[src/rtl/pong_pkg.sv]
// Shared definitions for the Pong game sequencer.
//   state_t    : game flow states (IDLE, SERVE, PLAY, POINT, OVER)
//   constants  : playfield geometry on the 64x64 grid
//   step_pos   : one-cell move of a 6-bit coordinate in either direction
package pong_pkg;

    typedef enum logic [2:0] {
        ST_IDLE,
        ST_SERVE,
        ST_PLAY,
        ST_POINT,
        ST_OVER
    } state_t;

    localparam logic [5:0] CENTER     = 6'd31;
    localparam logic [5:0] LEFT_COL   = 6'd2;
    localparam logic [5:0] RIGHT_COL  = 6'd61;
    localparam logic [5:0] PADDLE_H   = 6'd6;
    localparam logic [5:0] GRID_MAX   = 6'd63;
    // Lowest top row that keeps the whole paddle on the grid.
    localparam logic [5:0] PADDLE_MAX = 6'(int'(GRID_MAX) + 1 - int'(PADDLE_H));
    // Paddle rows 29..34 straddle the centre row.
    localparam logic [5:0] PADDLE_INIT = 6'd29;

    // Adding GRID_MAX is a 6-bit decrement; range limits are guaranteed by
    // the caller, so the modulo wrap never actually happens.
    function automatic logic [5:0] step_pos(input logic [5:0] pos, input logic neg);
        return neg ? pos + GRID_MAX : pos + 6'd1;
    endfunction

endpackage

[src/rtl/pong_paddle.sv]
// One paddle position register.
//   clk, rst : clock, synchronous active-high reset
//   en       : move enable (game tick while the paddles are live)
//   up, dn   : controls; exactly one pressed moves one row, saturating
//   y        : top row of the paddle, 0..PADDLE_MAX
module pong_paddle
    import pong_pkg::*;
(
    input  logic       clk,
    input  logic       rst,
    input  logic       en,
    input  logic       up,
    input  logic       dn,
    output logic [5:0] y
);

    // NOTE: sequential state is written with non-blocking assignments so every
    // register samples pre-edge values, independent of statement order.
    always_ff @(posedge clk) begin
        if (rst) begin
            y <= PADDLE_INIT;
        end else if (en) begin
            if (up && !dn && y != 6'd0)
                y <= y - 6'd1;
            else if (dn && !up && y != PADDLE_MAX)
                y <= y + 6'd1;
        end
    end

endmodule

[src/rtl/pong_game_ctrl.sv]
// Pong game sequencer: ball kinematics, paddles, scoring and game flow.
//   clk, rst          : clock, synchronous active-high reset
//   tick              : one-cycle frame-rate step enable
//   start             : level, acted on in IDLE and OVER only
//   p1_up/dn, p2_up/dn: paddle controls
//   paddle_collision  : detector flag, 01 = left paddle hit, 11 = right
//   wall_collision    : detector flag, ball on row 0 or 63
//   bx, by            : ball column / row
//   p1y, p2y          : paddle top rows
//   sc1, sc2          : scores
//   serving, game_over: status, registered with the state
//   winner            : 0 = P1, 1 = P2; meaningful while game_over is high
module pong_game_ctrl
    import pong_pkg::*;
#(
    parameter int WIN_SCORE   = 7,
    parameter int SERVE_DELAY = 32
) (
    input  logic       clk,
    input  logic       rst,
    input  logic       tick,
    input  logic       start,
    input  logic       p1_up,
    input  logic       p1_dn,
    input  logic       p2_up,
    input  logic       p2_dn,
    input  logic [1:0] paddle_collision,
    input  logic       wall_collision,
    output logic [5:0] bx,
    output logic [5:0] by,
    output logic [5:0] p1y,
    output logic [5:0] p2y,
    output logic [2:0] sc1,
    output logic [2:0] sc2,
    output logic       serving,
    output logic       game_over,
    output logic       winner
);

    localparam int CW = $clog2(SERVE_DELAY + 1);
    localparam logic [CW-1:0] CNT_LAST = CW'(SERVE_DELAY - 1);
    localparam logic [2:0]    WIN      = 3'(WIN_SCORE);

    state_t        state;
    logic [CW-1:0] cnt;
    logic          dx_neg, dy_neg;   // 1 = moving toward column/row 0
    logic          serve_p1;         // next serve heads toward P1

    logic paddles_live;
    logic miss_left, miss_right;
    logic ndx_neg, ndy_neg;

    assign paddles_live = tick && (state == ST_SERVE || state == ST_PLAY);

    pong_paddle u_p1 (.clk(clk), .rst(rst), .en(paddles_live), .up(p1_up), .dn(p1_dn), .y(p1y));
    pong_paddle u_p2 (.clk(clk), .rst(rst), .en(paddles_live), .up(p2_up), .dn(p2_dn), .y(p2y));

    // Bounce resolution: paddle and wall flips are independent, so a corner
    // hit flips both components before the move.
    // NOTE: every always_comb output gets a default first, so no path can
    // leave it unassigned and infer a latch.
    always_comb begin
        ndx_neg    = dx_neg;
        ndy_neg    = wall_collision ? ~dy_neg : dy_neg;
        miss_left  = 1'b0;
        miss_right = 1'b0;
        if (bx == LEFT_COL) begin
            if (paddle_collision == 2'b01) ndx_neg = 1'b0;
            else                           miss_left = 1'b1;
        end else if (bx == RIGHT_COL) begin
            if (paddle_collision == 2'b11) ndx_neg = 1'b1;
            else                           miss_right = 1'b1;
        end
    end

    always_ff @(posedge clk) begin
        if (rst) begin
            state     <= ST_IDLE;
            cnt       <= '0;
            bx        <= CENTER;
            by        <= CENTER;
            dx_neg    <= 1'b0;
            dy_neg    <= 1'b0;
            serve_p1  <= 1'b0;
            sc1       <= 3'd0;
            sc2       <= 3'd0;
            serving   <= 1'b0;
            game_over <= 1'b0;
            winner    <= 1'b0;
        end else begin
            unique case (state)
                ST_IDLE: begin
                    if (start) begin
                        sc1     <= 3'd0;
                        sc2     <= 3'd0;
                        cnt     <= '0;
                        serving <= 1'b1;
                        state   <= ST_SERVE;
                    end
                end
                ST_SERVE: begin
                    if (tick) begin
                        if (cnt == CNT_LAST) begin
                            serving <= 1'b0;
                            state   <= ST_PLAY;
                        end else begin
                            cnt <= cnt + 1'b1;
                        end
                    end
                end
                ST_PLAY: begin
                    if (tick) begin
                        if (miss_left) begin
                            sc2      <= sc2 + 3'd1;
                            serve_p1 <= 1'b1;
                            state    <= ST_POINT;
                        end else if (miss_right) begin
                            sc1      <= sc1 + 3'd1;
                            serve_p1 <= 1'b0;
                            state    <= ST_POINT;
                        end else begin
                            dx_neg <= ndx_neg;
                            dy_neg <= ndy_neg;
                            bx     <= step_pos(bx, ndx_neg);
                            by     <= step_pos(by, ndy_neg);
                        end
                    end
                end
                ST_POINT: begin
                    // Single-cycle state; tick is deliberately not looked at.
                    if (sc1 == WIN || sc2 == WIN) begin
                        game_over <= 1'b1;
                        winner    <= (sc2 == WIN);
                        state     <= ST_OVER;
                    end else begin
                        bx      <= CENTER;
                        by      <= CENTER;
                        dx_neg  <= serve_p1;
                        dy_neg  <= 1'b0;
                        cnt     <= '0;
                        serving <= 1'b1;
                        state   <= ST_SERVE;
                    end
                end
                ST_OVER: begin
                    if (start) begin
                        sc1       <= 3'd0;
                        sc2       <= 3'd0;
                        bx        <= CENTER;
                        by        <= CENTER;
                        dx_neg    <= 1'b0;
                        dy_neg    <= 1'b0;
                        serve_p1  <= 1'b0;
                        cnt       <= '0;
                        game_over <= 1'b0;
                        winner    <= 1'b0;
                        serving   <= 1'b1;
                        state     <= ST_SERVE;
                    end
                end
                default: state <= ST_IDLE;
            endcase
        end
    end

endmodule

[config.mk]
export PLATFORM = sky130hd
export DESIGN_NAME = pong_game_ctrl
export DESIGN_NICKNAME = d
export VERILOG_FILES = /design/src/rtl/pong_pkg.sv /design/src/rtl/pong_paddle.sv /design/src/rtl/pong_game_ctrl.sv
export SDC_FILE = /design/constraint.sdc
export NUM_CORES = 1
export LEC_CHECK = 0
export CAP_MARGIN = 20
export CORE_MARGIN = 2
export CORE_UTILIZATION = 49
export CTS_BUF_LIST = sky130_fd_sc_hd__clkbuf_16
export DETAILED_ROUTE_END_ITERATION = 10
export PLACE_DENSITY = 0.87
export SETUP_SLACK_MARGIN = 0.4
export SYNTH_ARGS = -nofsm -noshare
export SYNTH_HDL_FRONTEND = slang
export SYNTH_SLANG_ARGS = --single-unit
[constraint.sdc]
create_clock -name clk -period 2.7 [get_ports clk]
set_clock_uncertainty 0.1 [all_clocks]
set_input_delay 0.54 -clock clk [delete_from_list [all_inputs] [get_ports clk]]
set_output_delay 0.54 -clock clk [all_outputs]
set_load 0.1 [all_outputs]
======== Word level (Yosys, flattened, before mapping) ========
Cells that the tools add are included.
operators by class
  bitwise logic cells ..................... 1
  reduce and logical (&&, ||, !) cells .... 36
  add/sub/neg operators ................... 11
  muxes and demuxes ....................... 71
  equal/unequal tests ..................... 26
operator list
  kind                                                 count
  two-way mux 6 bit                                    18
  one-hot mux 6 bit (3 select lines)                   3
  two-way mux 3 bit                                    13
  adder 6 x 1 -> 6 bit, second input constant          5
  two-way mux 1 bit                                    28
  != test 2 bit, second input constant                 10
  AND reduction 5 bit                                  4
  adder 6 bit, second input constant                   2
  != test 6 bit, second input constant                 2
  one-hot mux 3 bit (2 select lines)                   2
  one-hot mux 3 bit (4 select lines)                   1
  nonzero test 6 bit                                   2
  subtractor 6 x 1 -> 6 bit, second input constant     2
  nonzero test 2 bit                                   5
  equality test 3 bit, second input constant           3
  logical AND 1 bit                                    9
  one-hot mux 1 bit (3 select lines)                   3
  AND reduction 4 bit                                  2
  adder 3 x 1 -> 3 bit, second input constant          2
  equality test 3 x 2 -> 1 bit, second input constant  2
  equality test 6 x 2 -> 1 bit, second input constant  1
  equality test 6 x 5 -> 1 bit, second input constant  1
  equality test 6 bit, second input constant           1
  one-hot mux 1 bit (2 select lines)                   3
  14 further kinds                                     21
word-level totals
  output and inout port bits .............. 33
  flip-flop bits (word level) ............. 45
  input bits .............................. 11

======== Logic depth before layout (Yosys ltp) ========
Gate-level depths: netlist (run 1).
  depth after elaboration ................. 9
  gate-level depth with buffers ........... 11
  gate-level depth less buffers ........... 11

======== Modules after synthesis ========
From an unflattened synthesis (run 1), not the netlist that was laid out.
second synthesis, totals
  cell total of the unflattened synthesis .. 366
  area total of the unflattened synthesis .. 3100.5 um2
by module, submodules not included
  module          seq. area each (um2)  area an instance (um2)  cells each  times used
  pong_game_ctrl  660.6                 2167.1                  262         1
  pong_paddle     120.1                 466.7                   52          2

======== Least setup slack after synthesis (run 1) ========
No wires, ideal clock.
  path kind ............................... register to register
  start ................................... reg bx[1]
  end ..................................... reg bx[5]
  library setup time ...................... 0.075 ns
  setup slack ............................. -0.807 ns
  required time ........................... 2.525 ns
  path buffers ............................ 0
  arrival time ............................ 3.332 ns
  cell stages (with the launch flop) ...... 12
  clock period less this slack ............ 3.507 ns
  cell sequence ........................... dfxtp_1 nor4b_2 a31oi_1 o21bai_2 inv_1 ha_1 a211oi_1 o21bai_1 a21oi_1 xnor2_1 or4_1 a31oi_1
on the way
  longest elaborated chain between the ends .. 8
  elaborated cells between the ends (all ways) .. 17
ends and longest elaborated chain
  what                                                                          line                   source
  start: declaration                                                            pong_game_ctrl.sv:29   output logic [5:0] bx,
  start signal: assignment                                                      pong_game_ctrl.sv:124  bx <= step_pos(bx, ndx_neg);
  parallel branches: the longest is 8 deep, another holds adder 6 x 1 -> 6 bit  --
Several ways; the timed one is not identified. The select of a mux whose other input is x is not followed.
A chain may end at the register's enable or synchronous reset.

======== Worst setup path in the final report (run 1) ========
  start ................................... reg u_p2.y[0]
  end ..................................... reg u_p2.y[5]
on the way
  longest elaborated chain between the ends .. 4
  elaborated cells between the ends (all ways) .. 10
ends and longest elaborated chain
  what                                                                          line               source
  start: declaration                                                            pong_paddle.sv:14  output logic [5:0] y
  start signal: assignment                                                      pong_paddle.sv:24  y <= y - 6'd1;
  start signal: assignment                                                      pong_paddle.sv:26  y <= y + 6'd1;
  parallel branches: the longest is 4 deep, another holds adder 6 x 1 -> 6 bit  --
Several ways; the timed one is not identified. The select of a mux whose other input is x is not followed.

==> impl_metrics.ini, run 1 <==
[pwr]
ir_drop_mv = 0.309
power.leakage_uw = 0.00172
p_per_area_mw_per_mm2 = 401

[critical_path]
worstSetupPathType = flip-flop to flip-flop
path_max_fanout = 4
cp.required_ns = 2.82
rr_worst_depth = 10
r2r_slack_ns = -0.02
arrival_ns = 2.84
worst_setup_path_end_kind = flip-flop
cpPeakStageDelay_ns = 0.55
critPathSlowestCell = or4_4
worst_setup_path_start_kind = flip-flop
cpMostUsedCell = a21oi_1
path_cells = or4_4 -> o311ai_4 -> inv_2 -> ha_4 -> o21ai_1 -> o21bai_1 -> a21oi_1 -> xnor2_1 -> or3_1 -> a21oi_1

[synth]
seq_area_frac_synth_pct = 31.3
synth-edff-count = 0
synth.net_count = 383
synth.distinct_cells = 50
syn_area_sq_mm = 0.00288
ys_warn_count = 0
synth-seq-cells = 45
async_flop_share_pct = 0
avgSynthCellArea_sq_um = 8.31
synth_flop_cell = dfxtp_1
syn_inst = 347

[sta]
final.setup.worst_slack_ns = -0.0227
max_clock_freq_ghz = 0.367
min_period_over_period_pct = 101
worstMarginPinSlew_ns = 0.739
rsz0062_at_grt = yes
hold_viol = 0
finalSetupViolations = 1
slew_headroom_pct = 50.5
finalSetupTns_ns = -0.0227
min_period_ns = 2.72
drv_slew = 0

[routing]
drc = 0
wl_per_cell_um = 16.7
dr.pass1.iters = 4
finalWirelength_um = 8450
drt_iter0_markers = 232
viasPerCell = 5.91
dr_total_vias = 2997
postRouteAntennaNets = 0

[worst_hold_path]
hold_class = flip-flop to flip-flop
hold-path-cell-count = 2

[cells_and_area]
diodes = 0
post-route-cell-area_sq_mm = 0.00424
utilization_pct = 75.5
nets = 470
drive_gt1_share_pct = 39.8
syn2layout_area_growth_pct = 47.0
finalNonFillerCells = 507

[placement]
postPlaceCellArea_sq_mm = 0.00378
port_buffers = 43
pre_cts_slack_ns = -0.403
place_congestion = 0.911
dp_hpwl_um = 5540
dp_cells = 480

[floorplan]
ios = 44
core_sq_mm = 0.00561
die_area_sq_mm = 0.00651
start_util_pct = 51.4
fp-row-count = 27
die_h_um = 80.7
fp.dieW_um = 80.7

[clock_network]
cts_htree_levels = 2
clk_latency_ns = 0.29
cts_root_buf = clkbuf_16
clkTransAtPathRegs_ns = 0.06
clk_path_buf_depth = 2
cts_tree = done
numCtsBuffers = 5
cts.sinks = 45

[global_routing]
grt_pass1_wl_um = 13300
antenna_found_initial = 0
overflow = 0
grt_max_degree = 47
track_usage_pct = 26.3
first_global_vias = 2856

[outcome]
violations = setup timing
outcome = complete, but fails checks

[job]
drv_cap = 0
cell type report:
class / instances / area (sq um)
clock buffer: 5 / 125
clock inverter: 3 / 13.8
fill: 381 / 1370
inverter: 11 / 43.8
multi-input combinational: 277 / 2240
sequential: 45 / 973
tap: 72 / 90.1
timing repair buffer: 94 / 753
state kept, by name, summed over array words and instances (netlist names):
| register | count |
|---|---|
| dy_neg | 1 |
| serving | 1 |
| u_p2.y | 6 |
| state | 3 |
| u_p1.y | 6 |
| sc1 | 3 |
| by | 6 |
| sc2 | 3 |
| cnt | 6 |
| winner | 1 |
| dx_neg | 1 |
| serve_p1 | 1 |
| bx | 6 |
| game_over | 1 |
cell usage after synthesis (3+ instances only):
master,count,area (sq um)
dfxtp_1,45,901
a21oi_1,41,205
nor2_1,33,124
nand2_1,22,82.6
ha_1,21,263
o21ai_0,19,95.1
o21bai_1,13,97.6
clkbuf_1,12,45.0
inv_1,11,41.3
nand2b_1,11,68.8
a21o_1,9,67.6
nor3_1,9,45.0
xnor2_1,9,78.8
xor2_1,9,78.8
nand3_1,8,40.0
a211o_1,7,61.3
a211oi_1,7,52.6
nand4b_1,5,43.8
a31oi_1,4,25.0
and3_1,4,25.0
fa_1,4,80.1
or3_1,4,25.0
nand4_1,3,18.8
cell families after synthesis:
family,Yosys count,synth area share [%]
xor+xnor,18,5.47
simple gates,117,21.4
compound gates,114,25.5
fa+ha+maj,25,11.9
mux,3,1.09
buf+inv,25,3.34
flops,45,31.2
per-stage QoR:
stage	power (uW)	hold WS, ns
2_1_floorplan	958	0.335
3_3_place_gp	1050	0.342
3_5_place_dp	1060	0.353
4_1_cts	1660	0.364
5_1_grt	1760	0.387
6_report	1700	0.358
power by group:
part / switching (uW) / internal (uW)
clock network: 263 / 337
logic: 239 / 172
registers: 21.8 / 668
placed cells by master, fill, tap and decap left out, drive strengths merged, types with 2 or more instances in the layout:
cell type	instances
clkinv	2
clkbuf	5
a21oi	41
nand3b	2
ha	21
fa	4
o21ai	21
a211oi	7
or4	3
a32oi	2
dlygate4sd2	2
o21bai	14
dfxtp	45
nand4b	5
nand4	3
and3	4
buf	85
o31ai	2
nand2	23
clkdlybuf4s50	5
o21a	2
mux2i	2
and2	3
nor3	9
nand3	8
nand2b	11
inv	12
a211o	7
nor3b	2
xor2	9
a21o	9
xnor2	9
or3	4
a31oi	4
nor2	33
worst max-delay path, delay by kind of cell (launching register included):
kind,cells,cell delay (ns)
buffers and inverters,1,0.15
AO/OA/AOI/OAI,5,0.76
adder cells (fa/ha/maj),1,0.32
XOR/XNOR,1,0.14
flip-flops,1,0.34
AND/OR/NAND/NOR,2,0.85
metal layers:
metal	share of wire (%)	vias up	track usage (%)
met5	0	-	0
met4	2.6	0	10.7
met3	5.3	18	5.51
met2	51	94	46.3
met1	41	1444	31.0
li1	-	1441	-
final timing paths:
check / startpoint / to
setup / recovery: u_p2.y[0] / u_p2.y[5]
hold / removal: game_over / game_over
setup reg to reg: u_p2.y[0] / u_p2.y[5]
hold reg to reg: game_over / game_over
repair_timing:
| action | in CTS | in global routing |
|---|---|---|
| resized for setup | 24 | 24 |
| setup buffers | 14 | 5 |
| pin swaps | 36 | 27 |
| hold buffers | 0 | 0 |
| hold endpoints to repair | 0 | 0 |
| endpoints found under the setup margin | 14 | 20 |
(Power assumes the default switching activity.)
==> run 2: changes to the inputs <==
- CORE_UTILIZATION: 49 -> 50
- GPL_ROUTABILITY_DRIVEN: default -> 0
- PLACE_DENSITY: 0.87 -> 0.88
- SYNTH_HIERARCHICAL: default -> 1
==> run 2 against run 1 <==
  * The run now ends clean
  * Hold slack better by 0.022 ns
  * Setup slack better by 0.22 ns
  * Global-route usage up 0.31 points
  * Count of clock-buffer cells in the layout unchanged
  * Non-clock buffer count up 10
  * Register-to-register slack better by 0.22 ns
  * Sequential share of layout area down 1.1 points
  * Cell count up 6.1%
  * Synthesized cell count up 5.5%
  * Combinational power down 2%
  * Utilization down 0.23 points
  * Critical path type unchanged
  * Critical endpoint is now bx[2]
  * Largest power group is now the clock network
==> impl_metrics.ini, run 2 <==
[pwr]
sw_frac_of_total_pct = 28.9
power.switching_uw = 513
p_per_area_mw_per_mm2 = 396
power.leakage_uw = 0.00185
p_int_uw = 1260
power_frac_seq_pct = 38.6
power_frac_comb_pct = 22.6
ir_drop_mv = 0.306
p_clk_share_pct = 38.8

[outcome]
outcome = finished clean

[clock_network]
clk_latency_ns = 0.29
clkTransAtPathRegs_ns = 0.06
cts.hold.buffers_added = 0
numCtsBuffers = 5
cts_htree_levels = 2
cts_tree = done
cts_root_buf = clkbuf_16
clk_path_buf_depth = 2
cts.sinks = 45

[sta]
min_period_over_period_pct = 92.6
min_period_ns = 2.50
rsz0062_at_grt = yes
slew_headroom_pct = 66.3
finalSetupTns_ns = 0
hold_viol = 0
drv_slew = 0
max_clock_freq_ghz = 0.400
whs_ns = 0.380
worstMarginPinSlew_ns = 0.504
finalSetupViolations = 0

[synth]
synth-edff-count = 0
ys_warn_count = 6
seq_area_frac_synth_pct = 29.1
yosysTopAreaCell = dfxtp_1
yosys-top-cells-area = dfxtp_1 29%, ha_1 8.5%, a21oi_1 4.5%
synth_flop_cell = dfxtp_1
yosys-top-cells-count = 45 x dfxtp_1, 30 x nand2_1, 28 x a21oi_1, 24 x nor2_1, 21 x ha_1
synth.net_count = 402
async_flop_share_pct = 0
syn_area_sq_mm = 0.00310
synth.most_common_cell = dfxtp_1
synth.distinct_cells = 61
synth_top_area_share_pct = 29.1
avgSynthCellArea_sq_um = 8.47
syn_inst = 366
synth-seq-cells = 45

[cells_and_area]
syn2layout_area_growth_pct = 44.7
final_common_cell = buf_4
diodes = 0
layout_common_cells = 91 x buf_4, 29 x nand2_1, 25 x a21oi_1
nets = 498
post-route-cell-area_sq_mm = 0.00449
fill_cells = 400
utilization_pct = 75.3
finalNonFillerCells = 538
drive_gt1_share_pct = 41.0

[critical_path]
cpMostUsedCell = buf_4
cp.required_ns = 2.76
crit_start = bx[2]
worst_setup_path_start_kind = flip-flop
worst_setup_path_end_kind = flip-flop
path_cells = nor4b_4 -> a31o_2 -> nand2_4 -> buf_4 -> buf_4 -> fa_2 -> buf_4 -> xor2_1 -> a211oi_1 -> o21bai_1
arrival_ns = 2.56
critPathSlowestCell = dfxtp_4
path_max_fanout = 4
cpPeakStageDelay_ns = 0.36
r2r-start = bx[2]
worstSetupPathType = flip-flop to flip-flop

[floorplan]
start_util_pct = 52.1
die_h_um = 82.7
fp-row-count = 28
die_area_sq_mm = 0.00685
ios = 44
fp.dieW_um = 82.7
core_sq_mm = 0.00596

[global_routing]
grt_pass1_wl_um = 14100
grt_max_degree = 25
overflow = 0
antenna_found_initial = 0
first_global_vias = 3076
track_usage_pct = 26.6

[routing]
finalWirelength_um = 9370
dr_total_vias = 3239
drt_iter0_markers = 174
viasPerCell = 6.02
postRouteAntennaNets = 0
dr.pass1.iters = 4
drc = 0
wl_per_cell_um = 17.4

[placement]
port_buffers = 43
dp_cells = 503
postPlaceCellArea_sq_mm = 0.00399
dp_hpwl_um = 5880

[job]
drv_cap = 0

[worst_hold_path]
holdCritStartpoint = sc1[2]
hold_class = flip-flop to flip-flop
run 2: changes by cell type in the layout (fill, tap and decap cells not counted), moves of 6 or more:
| cell | delta |
|---|---|
| mux2i_1 | +6 |
| buf_4 | +12 |
| nand2_1 | +7 |
| a21oi_1 | -7 |
| nor2_1 | -7 |
run 2: critical path: cells and delay by family, from the launching register on:
family,cells,cell delay (ns)
and+or+nand+nor,2,0.41
xor gates and xnor gates,1,0.15
adders and majority gates,1,0.33
DFF,1,0.36
buffers and inverters,3,0.40
AOI/OAI and AO/OA,3,0.61
run 2: layout make-up:
class	instances	area [sq um]	area share, %
clock buffers	5	125	2.79
clock inverters	3	37.5	0.837
inverters	17	66.3	1.48
multi-input cells	289	2380	53.0
flip-flops and latches	45	981	21.9
well taps	75	93.8	2.09
repair buffers	104	803	17.9
run 2: kinds of logic after synthesis:
logic type               synth area share (%)
AND/OR/NAND/NOR                          22.9
AO/OA/AOI/OAI                            25.4
flip-flops                               29.1
buffers and inverters                    4.88
adder cells (fa/ha/maj)                  11.1
XOR/XNOR                                 3.39
multiplexers                             3.31
run 2: layer usage:
metal	vias to the layer above	track usage [%]	part of all wire [%]
met2	110	46.2	50
met3	21	6.20	5.4
li1	1534	-	-
met4	0	10.7	2.7
met1	1574	31.5	42
met5	-	0	0
run 2: final timing paths:
path	endpoint	slack, ns	depth (start not counted)
worst max-delay path	bx[2]	0.20	10
worst min-delay path	sc1[2]	0.38	2
worst max register to register	bx[2]	0.20	10
worst min register to register	sc1[2]	0.38	2
run 2: through the flow:
step           power, uW  worst slack (ns)
6_report            1780             0.200
5_1_grt             1830             0.102
4_1_cts             1720             0.227
3_5_place_dp        1040            -0.239
3_3_place_gp        1020            -0.167
2_1_floorplan        940             0.149
run 2: what timing repair did:
item / in CTS / in global routing
buffers inserted: 17 / 10
gates resized for setup: 21 / 26
gates cloned: 0 / 0
setup endpoints to repair: 21 / 16
pin swaps: 23 / 29
run 2: power by group through the flow:
stage	Clock (uW)	Sequential (uW)	Combinational, uW
floorplan	0	767	172
global placement	0	699	322
finish	689	685	401
detailed placement	0	701	335
CTS	689	684	352
global route	717	687	427
==> run 3: changes to the inputs <==
- GPL_TIMING_DRIVEN: default -> 0
- SKIP_LAST_GASP: default -> 1
==> run 3 against run 2 <==
  * Utilization decreased by 2.5 points
  * Clock power fell by 4.8%
  * First-iteration DRC count fell by 38%
  * Highest routed layer unchanged
  * Hold slack worse by 0.014 ns
  * Global-route usage shrank 1.9 points
  * Critical path depth grew 1
  * Largest cell class unchanged
  * Design area is 3.3% lower
  * Wire length is 13% lower
  * Setup slack worse by 0.00073 ns
  * Sequential cell count unchanged
==> impl_metrics.ini, run 3 (synthesis gave the netlist of run 2 again) <==
[outcome]
outcome = finished clean

[worst_hold_path]
hold_class = flip-flop to flip-flop
holdCritStartpoint = sc1[1]

[cells_and_area]
fill_cells = 454
final_common_cell = dlygate4sd2_1
utilization_pct = 72.8
diodes = 0
layout_common_cells = 34 x dlygate4sd2_1, 29 x nand2_1, 26 x a21oi_1
drive_gt1_share_pct = 28.1
nets = 476
syn2layout_area_growth_pct = 39.9

[critical_path]
r2r-start = bx[5]
r2r_slack_ns = 0.20
crit_end = bx[4]
path_buf_inv = 2
cp.required_ns = 2.78
worst_setup_path_start_kind = flip-flop
r2r_end = bx[4]
critPathSlowestCell = dfxtp_4
cpMostUsedCell = buf_4
worstSetupPathType = flip-flop to flip-flop
cp_top_family = compound AO/OA/AOI/OAI gates
worst_setup_path_end_kind = flip-flop
crit_start = bx[5]
rr_worst_depth = 11
cpPeakStageDelay_ns = 0.36
path_max_fanout = 5
arrival_ns = 2.58
crit_cells = 11
path_cells = nor4b_4 -> a31o_2 -> nand2_4 -> buf_4 -> buf_4 -> fa_2 -> a21o_1 -> a21oi_2 -> xnor2_1 -> a211oi_1 -> o21bai_1

[floorplan]
die_area_sq_mm = 0.00685
fp-row-count = 28
start_util_pct = 52.1
fp.dieW_um = 82.7
ios = 44
die_h_um = 82.7
core_sq_mm = 0.00596

[pwr]
p_int_uw = 1200
p_per_area_mw_per_mm2 = 392
p_clk_share_pct = 38.6
power_frac_comb_pct = 21.3
ir_drop_mv = 0.329
power_frac_seq_pct = 40.1
power.switching_uw = 496
power.leakage_uw = 0.00175
sw_frac_of_total_pct = 29.2

[sta]
drv_slew = 0
min_period_ns = 2.50
rsz0062_at_grt = yes
worstMarginPinSlew_ns = 0.992
max_clock_freq_ghz = 0.400
slew_headroom_pct = 34.1
min_period_over_period_pct = 92.6
finalSetupViolations = 0
finalSetupTns_ns = 0
hold_viol = 0

[routing]
postRouteAntennaNets = 0
finalWirelength_um = 8160
viasPerCell = 5.83
dr_total_vias = 3008
drc = 0
wl_per_cell_um = 15.8
dr.pass1.iters = 4
drt_iter0_markers = 108

[global_routing]
overflow = 0
antenna_found_initial = 0
track_usage_pct = 24.7
grt_pass1_wl_um = 13100
grt_max_degree = 14
first_global_vias = 2940

[placement]
dp_hpwl_um = 5440
port_buffers = 43

[clock_network]
cts.sinks = 45
cts_tree = done
numCtsBuffers = 5
clkTransAtPathRegs_ns = 0.06
clk_latency_ns = 0.29
clk_path_buf_depth = 2
cts_htree_levels = 2
cts_root_buf = clkbuf_16

[job]
drv_cap = 0
[run 3: cell type report]
| cell class | instances | area [sq um] | share of cell area, % |
|---|---|---|---|
| multi-input cells | 289 | 2380 | 54.8 |
| well taps | 75 | 93.8 | 2.16 |
| flip-flops and latches | 45 | 982 | 22.6 |
| inverters | 17 | 66.3 | 1.53 |
| clock buffers | 6 | 150 | 3.46 |
| plain buffers | 15 | 88.8 | 2.05 |
| clock inverters | 2 | 7.51 | 0.173 |
| repair buffers | 67 | 573 | 13.2 |
[run 3: per-stage QoR]
step / total power (uW) / setup WS, ns / instance area, sq um / cells / hold slack [ns]
final: 1700 / 0.199 / 4340 / 516 / 0.365
after global routing: 1770 / 0.140 / 4340 / 516 / 0.401
after CTS: 1680 / 0.228 / 4190 / 507 / 0.370
after detailed placement: 1020 / -0.379 / 3900 / 484 / 0.361
after global placement: 1010 / -0.339 / 3900 / 484 / 0.354
after floorplan: 940 / 0.149 / 3380 / 366 / 0.349
[run 3: worst min-delay path, stage by stage (launching register included)]
cell     delay [ns]
dfxtp_2        0.32
nand2_1        0.05
a21oi_1        0.05
[run 3: routing by layer]
layer | GRT usage, % | share of wire, % | vias to the layer above
met3 | 5.33 | 4.8 | 19
met2 | 42.9 | 50 | 80
li1 | - | - | 1489
met4 | 8.36 | 1.9 | 0
met1 | 30.1 | 43 | 1420
met5 | 0 | 0 | -
[run 3: worst min path at each step]
stage	end	cells after the start
CTS	sc1[1]	2
floorplan	cnt[1]	2
detailed placement	sc1[1]	2
global route	game_over	2
finish	sc1[1]	2
global placement	sc1[2]	2
[run 3: repair_timing]
item,CTS,global route
pin swaps,20,24
buffers inserted,15,9
resized for setup,55,24
hold buffers,0,0
endpoints found under the setup margin,49,11
[run 3: power groups by stage]
stage,clock [uW],sequential (uW),combinational [uW]
floorplan,0,767,172
global placement,0,697,311
detailed placement,0,698,320
CTS,661,682,334
global route,694,684,390
finish,656,682,362
